==> src/rtl/tx_pkg.sv <==
// Shared types and helpers for the transmit-side serializer blocks.
package tx_pkg;

    typedef enum logic {
        IDLE,
        SHIFT
    } state_t;

    function automatic int cnt_width(input int width);
        return $clog2(2 * width);
    endfunction

endpackage

==> src/rtl/iq_hold_buf.sv <==
// One-entry valid/ready holding register; ready depends only on the full flag.
module iq_hold_buf #(
    parameter int DW = 16
) (
    input  logic          clk,
    input  logic          rst,
    input  logic [DW-1:0] in_data,
    input  logic          in_valid,
    output logic          in_ready,
    input  logic          load,
    output logic [DW-1:0] data,
    output logic          full
);

    assign in_ready = !full;

    // load only happens while full, so it never collides with an accept
    always_ff @(posedge clk or negedge rst) begin
        if (!rst) begin
            full <= 1'b0;
            data <= '0;
        end else if (load) begin
            full <= 1'b0;
        end else if (in_valid && !full) begin
            data <= in_data;
            full <= 1'b1;
        end
    end

endmodule

==> src/rtl/iq_bit_serializer.sv <==
// I/Q pair to interleaved serial bit stream, one bit per CLK_1 edge.
module iq_bit_serializer
    import tx_pkg::*;
#(
    parameter int WIDTH     = 8,
    parameter bit MSB_FIRST = 1,
    parameter bit IDLE_BIT  = 0
) (
    input  logic             CLK_1,
    input  logic             RST,
    input  logic [WIDTH-1:0] I_IN,
    input  logic [WIDTH-1:0] Q_IN,
    input  logic             IN_VALID,
    output logic             IN_READY,
    output logic             DAC_OUT,
    output logic             PHASE_I,
    output logic             FRAME_START,
    output logic             UNDERRUN
);

    localparam int CW = cnt_width(WIDTH);
    localparam logic [CW-1:0] LAST = CW'(2 * WIDTH - 1);

    logic [2*WIDTH-1:0] buf_data;
    logic               buf_full;
    logic               load;
    state_t             state;
    logic [WIDTH-1:0]   sh_i;
    logic [WIDTH-1:0]   sh_q;
    logic [CW-1:0]      bit_cnt;
    logic [CW-1:0]      nxt_cnt;
    logic [CW-2:0]      nxt_k;
    logic [WIDTH-1:0]   ord_i;
    logic [WIDTH-1:0]   ord_q;

    // shifters hold words in transmit order so bit k is always sent k-th
    function automatic logic [WIDTH-1:0] tx_order(input logic [WIDTH-1:0] w);
        logic [WIDTH-1:0] r;
        for (int b = 0; b < WIDTH; b++) begin
            r[b] = MSB_FIRST ? w[WIDTH-1-b] : w[b];
        end
        return r;
    endfunction

    iq_hold_buf #(.DW(2 * WIDTH)) u_buf (
        .clk      (CLK_1),
        .rst      (RST),
        .in_data  ({I_IN, Q_IN}),
        .in_valid (IN_VALID),
        .in_ready (IN_READY),
        .load     (load),
        .data     (buf_data),
        .full     (buf_full)
    );

    assign ord_i   = tx_order(buf_data[2*WIDTH-1:WIDTH]);
    assign ord_q   = tx_order(buf_data[WIDTH-1:0]);
    assign load    = buf_full && (state == IDLE || bit_cnt == LAST);
    assign nxt_cnt = bit_cnt + 1'b1;
    assign nxt_k   = nxt_cnt[CW-1:1];

    always_ff @(posedge CLK_1 or negedge RST) begin
        if (!RST) begin
            state       <= IDLE;
            sh_i        <= '0;
            sh_q        <= '0;
            bit_cnt     <= '0;
            DAC_OUT     <= IDLE_BIT;
            PHASE_I     <= 1'b0;
            FRAME_START <= 1'b0;
            UNDERRUN    <= 1'b0;
        end else begin
            FRAME_START <= 1'b0;
            UNDERRUN    <= 1'b0;
            if (load) begin
                state       <= SHIFT;
                sh_i        <= ord_i;
                sh_q        <= ord_q;
                bit_cnt     <= '0;
                DAC_OUT     <= ord_i[0];
                PHASE_I     <= 1'b1;
                FRAME_START <= 1'b1;
            end else if (state == SHIFT) begin
                if (bit_cnt == LAST) begin
                    state    <= IDLE;
                    DAC_OUT  <= IDLE_BIT;
                    PHASE_I  <= 1'b0;
                    UNDERRUN <= 1'b1;
                end else begin
                    bit_cnt <= nxt_cnt;
                    DAC_OUT <= nxt_cnt[0] ? sh_q[nxt_k] : sh_i[nxt_k];
                    PHASE_I <= !nxt_cnt[0];
                end
            end
        end
    end

endmodule

==> config.mk <==
export PLATFORM = sky130hd
export DESIGN_NAME = iq_bit_serializer
export DESIGN_NICKNAME = d
export VERILOG_FILES = /design/src/rtl/tx_pkg.sv /design/src/rtl/iq_hold_buf.sv /design/src/rtl/iq_bit_serializer.sv
export SDC_FILE = /design/constraint.sdc
export NUM_CORES = 1
export LEC_CHECK = 0
export BUFFER_PORTS_ARGS = -buffer_cell sky130_fd_sc_hd__buf_2
export CAP_MARGIN = 40
export CORE_MARGIN = 4
export CORE_UTILIZATION = 55
export CTS_CLUSTER_SIZE = 30
export DETAILED_ROUTE_END_ITERATION = 10
export PLACE_DENSITY = 0.87
export RECOVER_POWER = 100
export SYNTH_ARGS = -nofsm -noshare
export SYNTH_HDL_FRONTEND = slang
export SYNTH_HIERARCHICAL = 1
export SYNTH_SLANG_ARGS = --single-unit
==> constraint.sdc <==
create_clock -name CLK_1 -period 4.7 [get_ports CLK_1]
set_input_delay 0.235 -clock CLK_1 [delete_from_list [all_inputs] [get_ports CLK_1]]
set_output_delay 0.235 -clock CLK_1 [all_outputs]
set_load 0.05 [all_outputs]
==> impl_summary.md <==
Status
The flow ran to the end, but the final reports show violations. The final reports fail on max-capacitance violations.

Clocking
The deepest clock path buffer count is 2. The H-tree generated during clock tree synthesis spans 2 levels. Buffers inserted during clock tree synthesis total 5. The insertion delay to the later sink of the worst-skew pair is 0.34 ns. The clock transition at the registers of the reported paths is 0.12 ns. The clock net sink count is 42. The post-CTS resize count is 0. The root cell of the clock tree is clkbuf_4.

TritonCTS built the clock tree.

Global route
In the global route stage, met1 resource usage came out at 18.1%. The met3 capacity usage during global routing is 4.59%. The initial antenna violation count is 0. The wire length of the first global-routing pass is 5060 um. Entering global routing, the biggest net connects 30 pins.

After global routing the overflow that remains totals 0. The number of global-route vias before repair is 1117. In this run the most used layer during global routing was met2. Global routing consumed, on the met2 layer, 26.9% of the routing resources. Global routing used 15.8% of the available tracks.

Setup path
Along the worst path, the maximum fanout reaches 16. The startpoint-to-endpoint class of the critical path is flip-flop to flip-flop. The delay of the slowest cell on the worst path is 0.77 ns. At the worst endpoint, the required time is 4.93 ns. The endpoint kind of the worst setup timing path is a flip-flop. Walking the worst path, the cells encountered are ha_1 > nand3_1 > nand2_1 > and2_0 > clkbuf_1 > nor3b_4 > mux2_2. Data arrives at the worst endpoint at 3.49 ns.

The critical path's slowest cell is nor3b_4. STA classifies the critical path startpoint as a flip-flop.

Layout
The area growth from synthesis to layout is 11.4%. The number of nets in the layout is 165. The post-route netlist has 32.9% of its cells at a drive strength greater than 1. For this run, the share of the core covered by cells in the final layout is 65.6%. The diode insertion count for antenna repair is 0. The post-route cell area is 2050 um^2.

The non-filler instance count after layout is 190.

Worst hold path
The worst hold path belongs to the class primary input to flip-flop.

Placed design
The cell count after placement is 181. At the placement stage, the worst setup path has a slack of 1.92 ns. The placed instances occupy a cell area of 1990 um^2. Detailed placement finished with a half-perimeter wire length of 2250 um.

The number of I/O port buffers is 23. The final weighted congestion in routability-driven placement is 0.959.

Floorplan
After floorplanning, the core was divided into 20 placement rows. The vertical die dimension is 65.9 um. The initial cell density of the core is 58.9%. The die covers 4340 um^2. The chip width is 65.9 um. The core region area is 3130 um^2.

The boundary pin count is 24.

Timing
The worst hold margin is 0.118 ns. The max-slew violation total from the final report is 0. The worst-case headroom to the max-slew limit is 0.536%. The worst setup skew after layout is 0.00796 ns. Setup violations remaining at the end of the flow were counted as 0. For the final routed database, the setup TNS stands at 0 ns. The number of hold violations in the final report came to 0. Setup repair after global routing left no endpoint under its margin. Setup slack closes at 1.44 ns.

After layout, the minimum clock period comes to 3.26 ns. Dividing the final minimum period by the clock period gives 69.3%. The timing-limited maximum frequency is 0.307 GHz.

At the pin with the least slew margin, the transition time is 1.49 ns.

Route
Detailed routing inserted a total of 1029 vias. After detailed routing, the number of vias per cell comes to 5.42. The wire length after detailed routing is 2950 um. The first routing iteration left 37 violations. The DRC violations left is 0. Once detail routing completed, the nets flagged for antenna violations numbered 0. The number of search-and-repair iterations in the first detailed-routing pass is 5. Dividing the detail-routed wire length by the instance count gives 15.5 um.

Logic synthesis
Yosys mapped a number of flops with a built-in enable equal to 0. The cell taking the most area after synthesis is dfrtp_1. Each instance of the synthesized netlist takes up on average 15.7 um^2.

The async set or reset register ratio after synthesis is 100%. Yosys mapped the design onto 31 distinct sky130hd cell types. The Yosys step of the flow raised 6 warnings. The number of instances in the synthesized netlist is 117.

The netlist area before placement is 1840 um^2. The post-synth net total is 137. For this run, the register share of the synthesized area comes to 57.1%. Sorting the synthesized cells by area gives the leading types as dfrtp_1, mux2_2, mux2_1, mux4_1, mux2i_1. After synthesis the netlist holds a flip-flop and latch count of 42.

The portion of synthesized cell area occupied by the leading cell type is 57.1%. For this run, the leading register cell type out of synthesis is dfrtp_1.

Power
The ratio of total power to cell area is 717 nW/um^2. The total chip power is 1.47 mW. The leakage power is 0.932 nW. IR analysis of the VDD net gives a maximum drop of 0.000407 V.

Run
The number of maximum-capacitance violations is 1.
-- kinds of logic (layout without fill, tap and decap cells) --
| family | Yosys count | count (layout) | synth area share, % |
|---|---|---|---|
| buffers and inverters | 6 | 35 | 3.33 |
| adders and majority gates | 1 | 1 | 0.679 |
| xor gates and xnor gates | 2 | 2 | 1.36 |
| and+or+nand+nor | 20 | 20 | 7.07 |
| muxes | 41 | 41 | 28.3 |
| AOI/OAI and AO/OA | 5 | 5 | 2.24 |
| DFF | 42 | 42 | 57.1 |
-- layer usage --
| metal | vias up | part of all wire, % | wire length (um) |
|---|---|---|---|
| met5 | - | 0 | 0 |
| li1 | 481 | - | - |
| met2 | 18 | 52 | 1520 |
| met3 | 4 | 3.4 | 101 |
| met4 | 0 | 1.4 | 42 |
| met1 | 526 | 43 | 1280 |
-- registers in the layout, indices dropped and copies added, names as in the netlist --
signal / count
UNDERRUN: 1
PHASE_I: 1
sh_i: 8
bit_cnt: 4
state: 1
FRAME_START: 1
u_buf/data: 16
sh_q: 8
u_buf/full: 1
DAC_OUT: 1
-- cell usage after synthesis, types with 2 or more instances --
master and number:
mux2_2 19, nand2_1 2, dfrtp_1 42, mux4_1 4, buf_8 2, buf_6 2, mux2_1 13, nand2b_1 2
mux2i_1 4, nor2_1 4, nand3_1 3
-- placed cells by master, fill, tap and decap left out, drive strengths merged, types with 2 or more instances in the layout --
master	count
buf	17
bufinv	2
clkbuf	13
dfrtp	42
mux2	33
mux2i	4
mux4	4
nand2	3
nand2b	2
nand3	4
nor2	4
nor3b	2
o21ai	2
xor2	2
-- worst max-delay path: cells and delay by family, from the launching register on --
kind	cells	cell delay (ns)
adder cells (fa/ha/maj)	1	0.30
buffers and inverters	1	0.42
flip-flops	1	0.48
multiplexers	1	0.41
AND/OR/NAND/NOR	4	1.52
-- cell type report --
type | count | area (um^2)
multi-input combinational | 69 | 711
fill | 233 | 1080
clock inverter | 3 | 68.8
timing repair buffer | 26 | 125
inverter | 1 | 3.75
tap | 44 | 55.1
sequential | 42 | 1050
clock buffer | 5 | 37.5
-- power by group --
| group | internal [mW] | switching, mW |
|---|---|---|
| combinational | 0.295 | 0.250 |
| clock | 0.166 | 0.112 |
| sequential | 0.532 | 0.114 |
| total | 0.994 | 0.477 |
-- path summary, 6_finish.rpt --
check / cells after the start / slack (ns) / endpoint / startpoint
worst max-delay path: 7 / 1.44 / u_buf/data[4] / bit_cnt[0]
max in group asynchronous: 3 / 2.45 / sh_q[0] / RST
min in group asynchronous: 2 / 0.44 / sh_i[3] / RST
worst min register to register: 1 / 0.49 / sh_i[4] / sh_i[4]
worst max register to register: 7 / 1.44 / u_buf/data[4] / bit_cnt[0]
worst min-delay path: 2 / 0.12 / u_buf/data[9] / I_IN[1]
-- repair_timing --
item | 4_1_cts | 5_1_grt
hold buffers | 1 | 0
endpoints found under the hold margin | 13 | 0
buffers inserted | 0 | 0
Power figures use the tool's default switching activity.
